[src/rtl/pc_sequencer.sv]
// pc_sequencer: program-counter sequencer with IDLE/RUN/HALTED control,
// a ready/valid fetch handshake, jump/call/return redirection and
// wrap/range error pulses.
// Optional feature: define PC_SEQ_RAS_EN to build the return-address stack
// (RAS_DEPTH entries). Without it, call behaves as a plain jump, return is
// ignored and o_ras_err is held at 0.
module pc_sequencer #(
  parameter int PC_BITS   = 8,
  parameter int MEM_DEPTH = 24,
  parameter int RAS_DEPTH = 4
) (
  input  logic               i_clk,
  input  logic               i_nrst,
  input  logic               i_start,
  input  logic               i_halt,
  input  logic               i_ready,
  input  logic               i_load,
  input  logic               i_call,
  input  logic               i_ret,
  input  logic [PC_BITS-1:0] i_addr,
  output logic [PC_BITS-1:0] o_pc,
  output logic               o_valid,
  output logic               o_wrap,
  output logic               o_err,
  output logic               o_ras_err
);

  typedef enum logic [1:0] {IDLE, RUN, HALTED} state_t;

  // Last legal address and the depth widened by one bit so that a
  // MEM_DEPTH of 2^PC_BITS is still representable in the range compare.
  localparam logic [PC_BITS-1:0] LAST_PC = PC_BITS'(MEM_DEPTH - 1);
  localparam logic [PC_BITS:0]   DEPTH_X = (PC_BITS+1)'(MEM_DEPTH);

  if (MEM_DEPTH < 2 || MEM_DEPTH > (1 << PC_BITS) || RAS_DEPTH < 1) begin : g_bad_cfg
    $error("pc_sequencer: illegal MEM_DEPTH/RAS_DEPTH for PC_BITS");
  end

  // Target is only usable when it addresses real instruction memory.
  function automatic logic addr_in_range(input logic [PC_BITS-1:0] a);
    return ({1'b0, a} < DEPTH_X);
  endfunction

  // Sequential successor, folding back to 0 after the last legal address.
  function automatic logic [PC_BITS-1:0] seq_next(input logic [PC_BITS-1:0] pc);
    return (pc == LAST_PC) ? '0 : pc + PC_BITS'(1);
  endfunction

  state_t             state, state_nxt;
  logic               accept;
  logic               addr_ok;
  logic               seq_wrap;
  logic [PC_BITS-1:0] seq_pc;
  logic [PC_BITS-1:0] pc_nxt;
  logic               wrap_nxt;
  logic               err_nxt;

  assign o_valid  = (state == RUN);
  assign accept   = o_valid && i_ready;
  assign addr_ok  = addr_in_range(i_addr);
  assign seq_pc   = seq_next(o_pc);
  assign seq_wrap = (o_pc == LAST_PC);

`ifdef PC_SEQ_RAS_EN
  localparam int SP_W  = $clog2(RAS_DEPTH + 1);
  localparam int IDX_W = (RAS_DEPTH > 1) ? $clog2(RAS_DEPTH) : 1;

  logic [PC_BITS-1:0] ras_mem [RAS_DEPTH];
  logic [SP_W-1:0]    sp;
  logic [SP_W-1:0]    sp_dec;
  logic [IDX_W-1:0]   wr_idx;
  logic [IDX_W-1:0]   rd_idx;
  logic               ras_full;
  logic               ras_empty;
  logic               push;
  logic               pop;
  logic               ras_err_nxt;

  assign sp_dec    = sp - SP_W'(1);
  assign wr_idx    = sp[IDX_W-1:0];
  assign rd_idx    = sp_dec[IDX_W-1:0];
  assign ras_full  = (sp == SP_W'(RAS_DEPTH));
  assign ras_empty = (sp == '0);

  // Next-PC selection: return > call > jump > sequential, only on an accepted fetch.
  always_comb begin
    pc_nxt      = o_pc;
    wrap_nxt    = 1'b0;
    err_nxt     = 1'b0;
    ras_err_nxt = 1'b0;
    push        = 1'b0;
    pop         = 1'b0;
    if (accept) begin
      pc_nxt   = seq_pc;
      wrap_nxt = seq_wrap;
      if (i_ret) begin
        if (ras_empty) begin
          ras_err_nxt = 1'b1;
        end else begin
          pop      = 1'b1;
          pc_nxt   = ras_mem[rd_idx];
          wrap_nxt = 1'b0;
        end
      end else if (i_call) begin
        if (!addr_ok) begin
          err_nxt = 1'b1;
        end else begin
          pc_nxt   = i_addr;
          wrap_nxt = 1'b0;
          // A full stack still redirects; the return address is dropped.
          if (ras_full) ras_err_nxt = 1'b1;
          else          push        = 1'b1;
        end
      end else if (i_load) begin
        if (!addr_ok) begin
          err_nxt = 1'b1;
        end else begin
          pc_nxt   = i_addr;
          wrap_nxt = 1'b0;
        end
      end
    end
  end

  // Stack pointer: cleared by reset so the stack is empty after reset.
  always_ff @(posedge i_clk or negedge i_nrst) begin
    if (!i_nrst)   sp <= '0;
    else if (push) sp <= sp + SP_W'(1);
    else if (pop)  sp <= sp_dec;
  end

  // Stack storage holds only data, so it carries no reset.
  always_ff @(posedge i_clk) begin
    if (push) ras_mem[wr_idx] <= seq_pc;
  end

  // Stack error pulse, aligned with the PC update it belongs to.
  always_ff @(posedge i_clk or negedge i_nrst) begin
    if (!i_nrst) o_ras_err <= 1'b0;
    else         o_ras_err <= ras_err_nxt;
  end
`else
  // Return has no meaning without a stack.
  logic unused_ret;
  assign unused_ret = i_ret;

  // Next-PC selection: call and jump are equivalent, only on an accepted fetch.
  always_comb begin
    pc_nxt   = o_pc;
    wrap_nxt = 1'b0;
    err_nxt  = 1'b0;
    if (accept) begin
      pc_nxt   = seq_pc;
      wrap_nxt = seq_wrap;
      if (i_call || i_load) begin
        if (!addr_ok) begin
          err_nxt = 1'b1;
        end else begin
          pc_nxt   = i_addr;
          wrap_nxt = 1'b0;
        end
      end
    end
  end

  assign o_ras_err = 1'b0;
`endif

  // Control FSM next state; a halt request wins over a simultaneous start.
  always_comb begin
    state_nxt = state;
    case (state)
      IDLE:    if (i_start) state_nxt = RUN;
      RUN:     if (i_halt)  state_nxt = HALTED;
      HALTED:  if (i_start) state_nxt = RUN;
      default: state_nxt = IDLE;
    endcase
  end

  // State, PC and pulse registers; PC is kept across HALTED for resume.
  always_ff @(posedge i_clk or negedge i_nrst) begin
    if (!i_nrst) begin
      state  <= IDLE;
      o_pc   <= '0;
      o_wrap <= 1'b0;
      o_err  <= 1'b0;
    end else begin
      state  <= state_nxt;
      o_pc   <= pc_nxt;
      o_wrap <= wrap_nxt;
      o_err  <= err_nxt;
    end
  end

endmodule

[config.mk]
export PLATFORM = sky130hd
export DESIGN_NAME = pc_sequencer
export DESIGN_NICKNAME = d
export VERILOG_FILES = /design/src/rtl/pc_sequencer.sv
export SDC_FILE = /design/constraint.sdc
export NUM_CORES = 1
export LEC_CHECK = 0
export CAP_MARGIN = 5
export CORE_MARGIN = 5
export CORE_UTILIZATION = 44
export CTS_CLUSTER_DIAMETER = 60
export DETAILED_ROUTE_END_ITERATION = 10
export PLACE_DENSITY = 0.86
export RECOVER_POWER = 50
export SYNTH_ARGS = -nofsm -noshare
export SYNTH_HDL_FRONTEND = slang
export SYNTH_SLANG_ARGS = --single-unit
[constraint.sdc]
create_clock -name i_clk -period 3.6 [get_ports i_clk]
set_input_delay 1.08 -clock i_clk [delete_from_list [all_inputs] [get_ports i_clk]]
set_output_delay 1.08 -clock i_clk [all_outputs]
set_load 0.02 [all_outputs]
==> results.json, run 1 <==
{
  "status": "finished, final reports clean",
  "drc": 0,
  "antenna-diode-count": 0,
  "fmax_mhz": 387,
  "final_cell_mix": "20 x clkdlybuf4s50_1, 12 x dfrtp_1, 8 x nor2_1",
  "antenna_found_initial": 0,
  "track_usage_pct": 13.7,
  "cts_sinks": 12,
  "slew_headroom_pct": 52.0,
  "endpoint_kind": "output port",
  "fillers": 136,
  "post_cts_buffers": 0,
  "ys_ff_latch": 12,
  "crit_type": "register to output port",
  "fin_crit_ns": 2.59,
  "grt_use_met1_pct": 17.6,
  "ant_nets": 0,
  "cts-hold-fix-buffers": 0,
  "yosys.area.top_type_share_pct": 45.1,
  "first_pass_iters": 4,
  "maxSlewViolCount": 0,
  "cts_resized": 0,
  "grtUsageMet3_pct": 3.98,
  "grt_max_degree": 13,
  "netlist_area_sq_um": 666,
  "tritoncts": "built",
  "numCtsBuffers": 3,
  "pin_count": 28,
  "setup_tns_ns": 0,
  "dp_worst_setup_slack_ns": 0.776,
  "grt_use_met2_pct": 21.3,
  "finalSetupViolCount": 0,
  "clockBufferDepth": 2,
  "cp_max_fo": 4,
  "fp.dieH_microns": 48.9,
  "p_leak_uw": 0.000401,
  "die_x_microns": 48.9,
  "core_area_sq_mm": 0.00147,
  "final.period_utilization_pct": 71.8,
  "layout-drive-gt1-share_pct": 6.12,
  "cp-start-kind": "register",
  "slowest_delay_ns": 0.63,
  "num_vias": 615,
  "peakVddDrop_v": 0.000427,
  "maxCapViolations": 0,
  "cp.arrival_ns": 1.51,
  "critical_path.slowest_cell": "clkdlybuf4s50_1",
  "cts-root-buf": "clkbuf_4",
  "overflow": 0,
  "syn_inst": 74,
  "pwr_density_cell_mw_per_mm2": 643,
  "wirelength_mm": 1.61,
  "synth_fp_nets": 91,
  "via_per_inst": 5.39,
  "ys_warn_count": 0,
  "yosysSeqAreaShare_pct": 45.1,
  "num_rows": 14,
  "grt_first_pass_wirelength_mm": 2.62,
  "grt_pass1_vias": 563,
  "clk_latency_ns": 0.27,
  "gp_congestion": 0.761,
  "crit_chain": "nor2b_1 -> clkdlybuf4s50_1",
  "crit_required_ns": 2.52,
  "synth_area_leaders": "dfrtp_1 45%, a21oi_1 5.3%, mux2i_1 4.5%, nor2_1 4.5%, nand3_1 3.8%",
  "htree_num_levels": 1,
  "dieArea_sq_mm": 0.00239,
  "io_buffers": 25,
  "avgRoutedWirePerCell_microns": 14.1,
  "hold_path_class": "register to register",
  "start_util_pct": 45.2,
  "worstMarginPinSlew_ns": 0.715,
  "fin_worst_skew_ns": 0.00858,
  "grt_most_used_layer": "met2",
  "nNetsFinal": 117,
  "syn_to_final_growth_pct": 41.0,
  "synthDistinctLibCells": 29,
  "yosys.area.top_type": "dfrtp_1",
  "post-dp-hpwl_mm": 1.24,
  "timing.final.ws_setup_ns": 1.01,
  "rsz0062_at_grt": "no",
  "final_common_cell": "clkdlybuf4s50_1",
  "hold_viol": 0,
  "clk_pin_slew_ns": 0.08,
  "drt_iter0_markers": 6,
  "synth.avg_cell_area_sq_um": 9.00
}
==> area by class of cell <==
type / count / area (sq um) / area share, %
multi-input combinational: 55 / 334 / 35.6
sequential: 12 / 300 / 32.0
timing repair buffer: 25 / 250 / 26.7
clock buffer: 3 / 22.5 / 2.40
tap: 16 / 20.0 / 2.13
inverter: 3 / 11.3 / 1.20
==> logic make-up (layout without fill, tap and decap cells) <==
kind of cell | Yosys count | after routing | share of synthesized area [%]
adders and majority gates | 1 | 1 | 1.88
buffers and inverters | 7 | 31 | 4.70
AOI/OAI and AO/OA | 16 | 16 | 16.2
DFF | 12 | 12 | 45.1
other | 1 | 1 | 0.563
and+or+nand+nor | 31 | 31 | 22.7
muxes | 4 | 4 | 6.20
xor gates and xnor gates | 2 | 2 | 2.63
==> cell usage after synthesis <==
cell       number
nor2_1          8
a31oi_2         1
a22o_1          1
mux2i_1         3
a21oi_1         7
and2_1          1
or3_1           1
mux2_2          1
buf_2           1
ha_1            1
inv_1           3
nor4_1          1
nand2_1         6
nor3_1          4
conb_1          1
a2111oi_2       1
a22oi_1         1
o21ai_0         2
o211ai_1        1
o21ai_1         1
xnor2_1         2
nand3_1         5
buf_4           1
o22ai_1         1
dfrtp_1        12
or4_1           1
nand3b_1        2
clkbuf_1        2
nor2b_1         2
==> critical path: cells and delay by family, from the launching register on <==
kind / cells / cell delay (ns)
buf+inv: 1 / 0.63
flops: 1 / 0.39
simple gates: 1 / 0.21
==> layer usage <==
metal	wire (microns)	vias up	part of all wire, %
met5	0	-	0
met4	36	0	2.2
met3	114	7	7.1
met2	772	23	48
met1	686	277	43
li1	-	308	-
==> stage by stage <==
stage               area (sq um)  power (uW)  util [%]  hold slack [ns]  cells
finish                       938         603      63.8            0.558    114
global placement             916         512      62.2            0.520    111
detailed placement           916         521      62.2            0.537    111
CTS                          938         607      63.8            0.560    114
floorplan                    666         386         -            0.502     74
global route                 938         643      63.8            0.602    114
==> sequential cells by signal, summed over array words and instances, names as in the netlist <==
register,cells
o_pc,8
o_err,1
o_wrap,1
state,2
==> report_power, final <==
part | leakage, uW | total, uW | internal (uW) | switching (uW)
logic | 0.000242 | 288 | 140 | 148
clock network | 0.0000138 | 83.2 | 38.7 | 44.5
registers | 0.000145 | 232 | 178 | 54.2
total | 0.000401 | 603 | 357 | 247
==> final timing paths <==
kind	slack (ns)	end	startpoint	cells past startpoint
min in group asynchronous	1.22	state[0]$_DFFE_PN0P_	i_nrst	1
worst max-delay path	1.01	o_valid	state[0]$_DFFE_PN0P_	2
worst min-delay path	0.56	state[1]$_DFFE_PN0P_	state[1]$_DFFE_PN0P_	1
worst min register to register	0.56	state[1]$_DFFE_PN0P_	state[1]$_DFFE_PN0P_	1
max in group asynchronous	2.02	o_pc[3]$_DFFE_PN0P_	i_nrst	1
worst max register to register	1.80	o_pc[4]$_DFFE_PN0P_	o_pc[5]$_DFFE_PN0P_	4
No activity file was read; power rests on OpenSTA's default activity.
==> inputs of run 2 (changes only) <==
--- a/config.mk
+++ b/config.mk
@@ -7,10 +7,10 @@
 export LEC_CHECK = 0
 export CAP_MARGIN = 5
 export CORE_MARGIN = 5
-export CORE_UTILIZATION = 44
+export CORE_UTILIZATION = 41
 export CTS_CLUSTER_DIAMETER = 60
 export DETAILED_ROUTE_END_ITERATION = 10
-export PLACE_DENSITY = 0.86
+export PLACE_DENSITY = 0.82
 export RECOVER_POWER = 50
 export SYNTH_ARGS = -nofsm -noshare
 export SYNTH_HDL_FRONTEND = slang
==> constraint.sdc (replaced) <==
create_clock -name i_clk -period 2.45 [get_ports i_clk]
set_input_delay 0.735 -clock i_clk [delete_from_list [all_inputs] [get_ports i_clk]]
set_output_delay 0.735 -clock i_clk [all_outputs]
set_load 0.02 [all_outputs]
==> results.json, run 2 (synthesis results as in run 1) <==
{
  "status": "finished, final reports clean",
  "drc": 0,
  "clk_latency_ns": 0.27,
  "fin_worst_skew_ns": 0.00144,
  "dp_worst_setup_slack_ns": 0.117,
  "worstMarginPinSlew_ns": 0.544,
  "post-dp-hpwl_mm": 1.29,
  "avgRoutedWirePerCell_microns": 14.3,
  "overflow": 0,
  "rsz0062_at_grt": "no",
  "finalSetupViolCount": 0,
  "peakVddDrop_v": 0.000541,
  "cts_sinks": 12,
  "setup_tns_ns": 0,
  "reg_top3": "o_pc (8), state (2)",
  "syn_to_final_growth_pct": 43.2,
  "start_util_pct": 43.7,
  "grt_max_degree": 13,
  "final_common_cell": "clkdlybuf4s50_1",
  "hold_path_class": "register to register",
  "largest_reg_flops": 8,
  "clockBufferDepth": 2,
  "fp.dieH_microns": 50.3,
  "io_buffers": 25,
  "drt_iter0_markers": 13,
  "maxCapViolations": 0,
  "nNetsFinal": 119,
  "sw_frac_of_total_pct": 40.7,
  "num_rows": 14,
  "power.switching_uw": 362,
  "cts_resized": 0,
  "numCtsBuffers": 3,
  "top_register": "o_pc",
  "grt_pass1_vias": 629,
  "final_cell_mix": "21 x clkdlybuf4s50_1, 12 x dfrtp_1, 8 x nor2_1",
  "fmax_mhz": 435,
  "layout-drive-gt1-share_pct": 8.00,
  "grt_first_pass_wirelength_mm": 2.80,
  "pwr_density_cell_mw_per_mm2": 934,
  "antenna_found_initial": 0,
  "core_area_sq_mm": 0.00152,
  "fin_crit_ns": 2.30,
  "first_pass_iters": 4,
  "cts-hold-fix-buffers": 0,
  "num_vias": 639,
  "clk_pin_slew_ns": 0.07,
  "fin_util_pct": 62.6,
  "cp_max_fo": 4,
  "tritoncts": "built",
  "p_leak_uw": 0.000409,
  "pin_count": 28,
  "dieArea_sq_mm": 0.00253,
  "r2r_slack_ns": 0.69,
  "die_x_microns": 50.3,
  "intPower_uw": 528,
  "comb_power_share_pct": 48.0,
  "crit_required_ns": 1.71,
  "htree_num_levels": 1,
  "seqPwrFrac_pct": 38.4,
  "maxSlewViolCount": 0,
  "postLayoutCellArea_sq_um": 953,
  "crit_type": "register to output port",
  "hold_viol": 0,
  "fillers": 133,
  "p_clk_share_pct": 13.6,
  "placed_cell_area_sq_um": 931,
  "wirelength_mm": 1.66,
  "cp.arrival_ns": 1.56,
  "ant_nets": 0,
  "via_per_inst": 5.51,
  "gp_congestion": 0.767,
  "track_usage_pct": 14.0,
  "antenna-diode-count": 0,
  "final.period_utilization_pct": 93.9,
  "cp-start-kind": "register",
  "post_cts_buffers": 0,
  "timing.final.ws_setup_ns": 0.150,
  "cts-root-buf": "clkbuf_4",
  "slew_headroom_pct": 63.6,
  "endpoint_kind": "output port"
}
run 2: cell types whose count changed in the layout (fill, tap and decap cells not counted):
cell,before,now
dlygate4sd3_1,5,4
buf_4,0,2
clkdlybuf4s50_1,20,21
run 2: worst paths after layout:
kind / from / cells past startpoint / to
setup / recovery: state[0]$_DFFE_PN0P_ / 2 / o_valid
hold / removal: state[1]$_DFFE_PN0P_ / 1 / state[1]$_DFFE_PN0P_
setup reg to reg: o_pc[5]$_DFFE_PN0P_ / 4 / o_pc[4]$_DFFE_PN0P_
hold reg to reg: state[1]$_DFFE_PN0P_ / 1 / state[1]$_DFFE_PN0P_
max in group asynchronous: i_nrst / 1 / o_pc[5]$_DFFE_PN0P_
min in group asynchronous: i_nrst / 1 / o_pc[2]$_DFFE_PN0P_
run 2: cell type report:
cell class / count / area [sq um] / share of cell area (%)
Timing Repair Buffer: 27 / 265 / 27.8
Tap cell: 16 / 20.0 / 2.10
Clock buffer: 3 / 22.5 / 2.36
Multi-Input combinational cell: 55 / 334 / 35.0
Inverter: 3 / 11.3 / 1.18
Sequential cell: 12 / 300 / 31.5
run 2: through the flow:
step | power, uW | instances | hold WS (ns)
after global routing | 952 | 116 | 0.602
after global placement | 759 | 113 | 0.529
final | 891 | 116 | 0.575
after detailed placement | 772 | 113 | 0.567
after CTS | 898 | 116 | 0.583
after floorplan | 568 | 74 | 0.439
run 2: worst max-delay path: stages, from the launching register on:
cell and delay [ns]:
dfrtp_1 0.39, nor2b_1 0.25, clkdlybuf4s50_1 0.65
run 2: metal layers:
| layer | track usage [%] | share of wire [%] | up-vias |
|---|---|---|---|
| li1 | - | - | 311 |
| met1 | 18.1 | 43 | 298 |
| met4 | 6.38 | 1.9 | 0 |
| met3 | 2.96 | 7.8 | 5 |
| met5 | 0 | 0 | - |
| met2 | 22.2 | 47 | 25 |
run 2: power groups by stage:
stage	Sequential, uW	Combinational (uW)	Clock (uW)
2_1_floorplan	398	170	0
3_3_place_gp	341	418	0
3_5_place_dp	344	428	0
4_1_cts	341	432	124
5_1_grt	354	466	132
6_report	342	428	121
==> inputs of run 3 (changes only) <==
==> constraint.sdc (replaced) <==
create_clock -name i_clk -period 2.45 [get_ports i_clk]
set_input_delay 0.735 -clock i_clk [delete_from_list [all_inputs] [get_ports i_clk]]
set_output_delay 0.735 -clock i_clk [all_outputs]
set_load 0.01 [all_outputs]
==> results of run 3 <==
The final DEF is identical to that of run 2. Status: finished, final reports clean.
Among the figures that moved: setup slack after layout 0.150 ns -> 0.218 ns; total power 891 uW -> 843 uW; worst IR drop on VDD 0.000541 V -> 0.000486 V
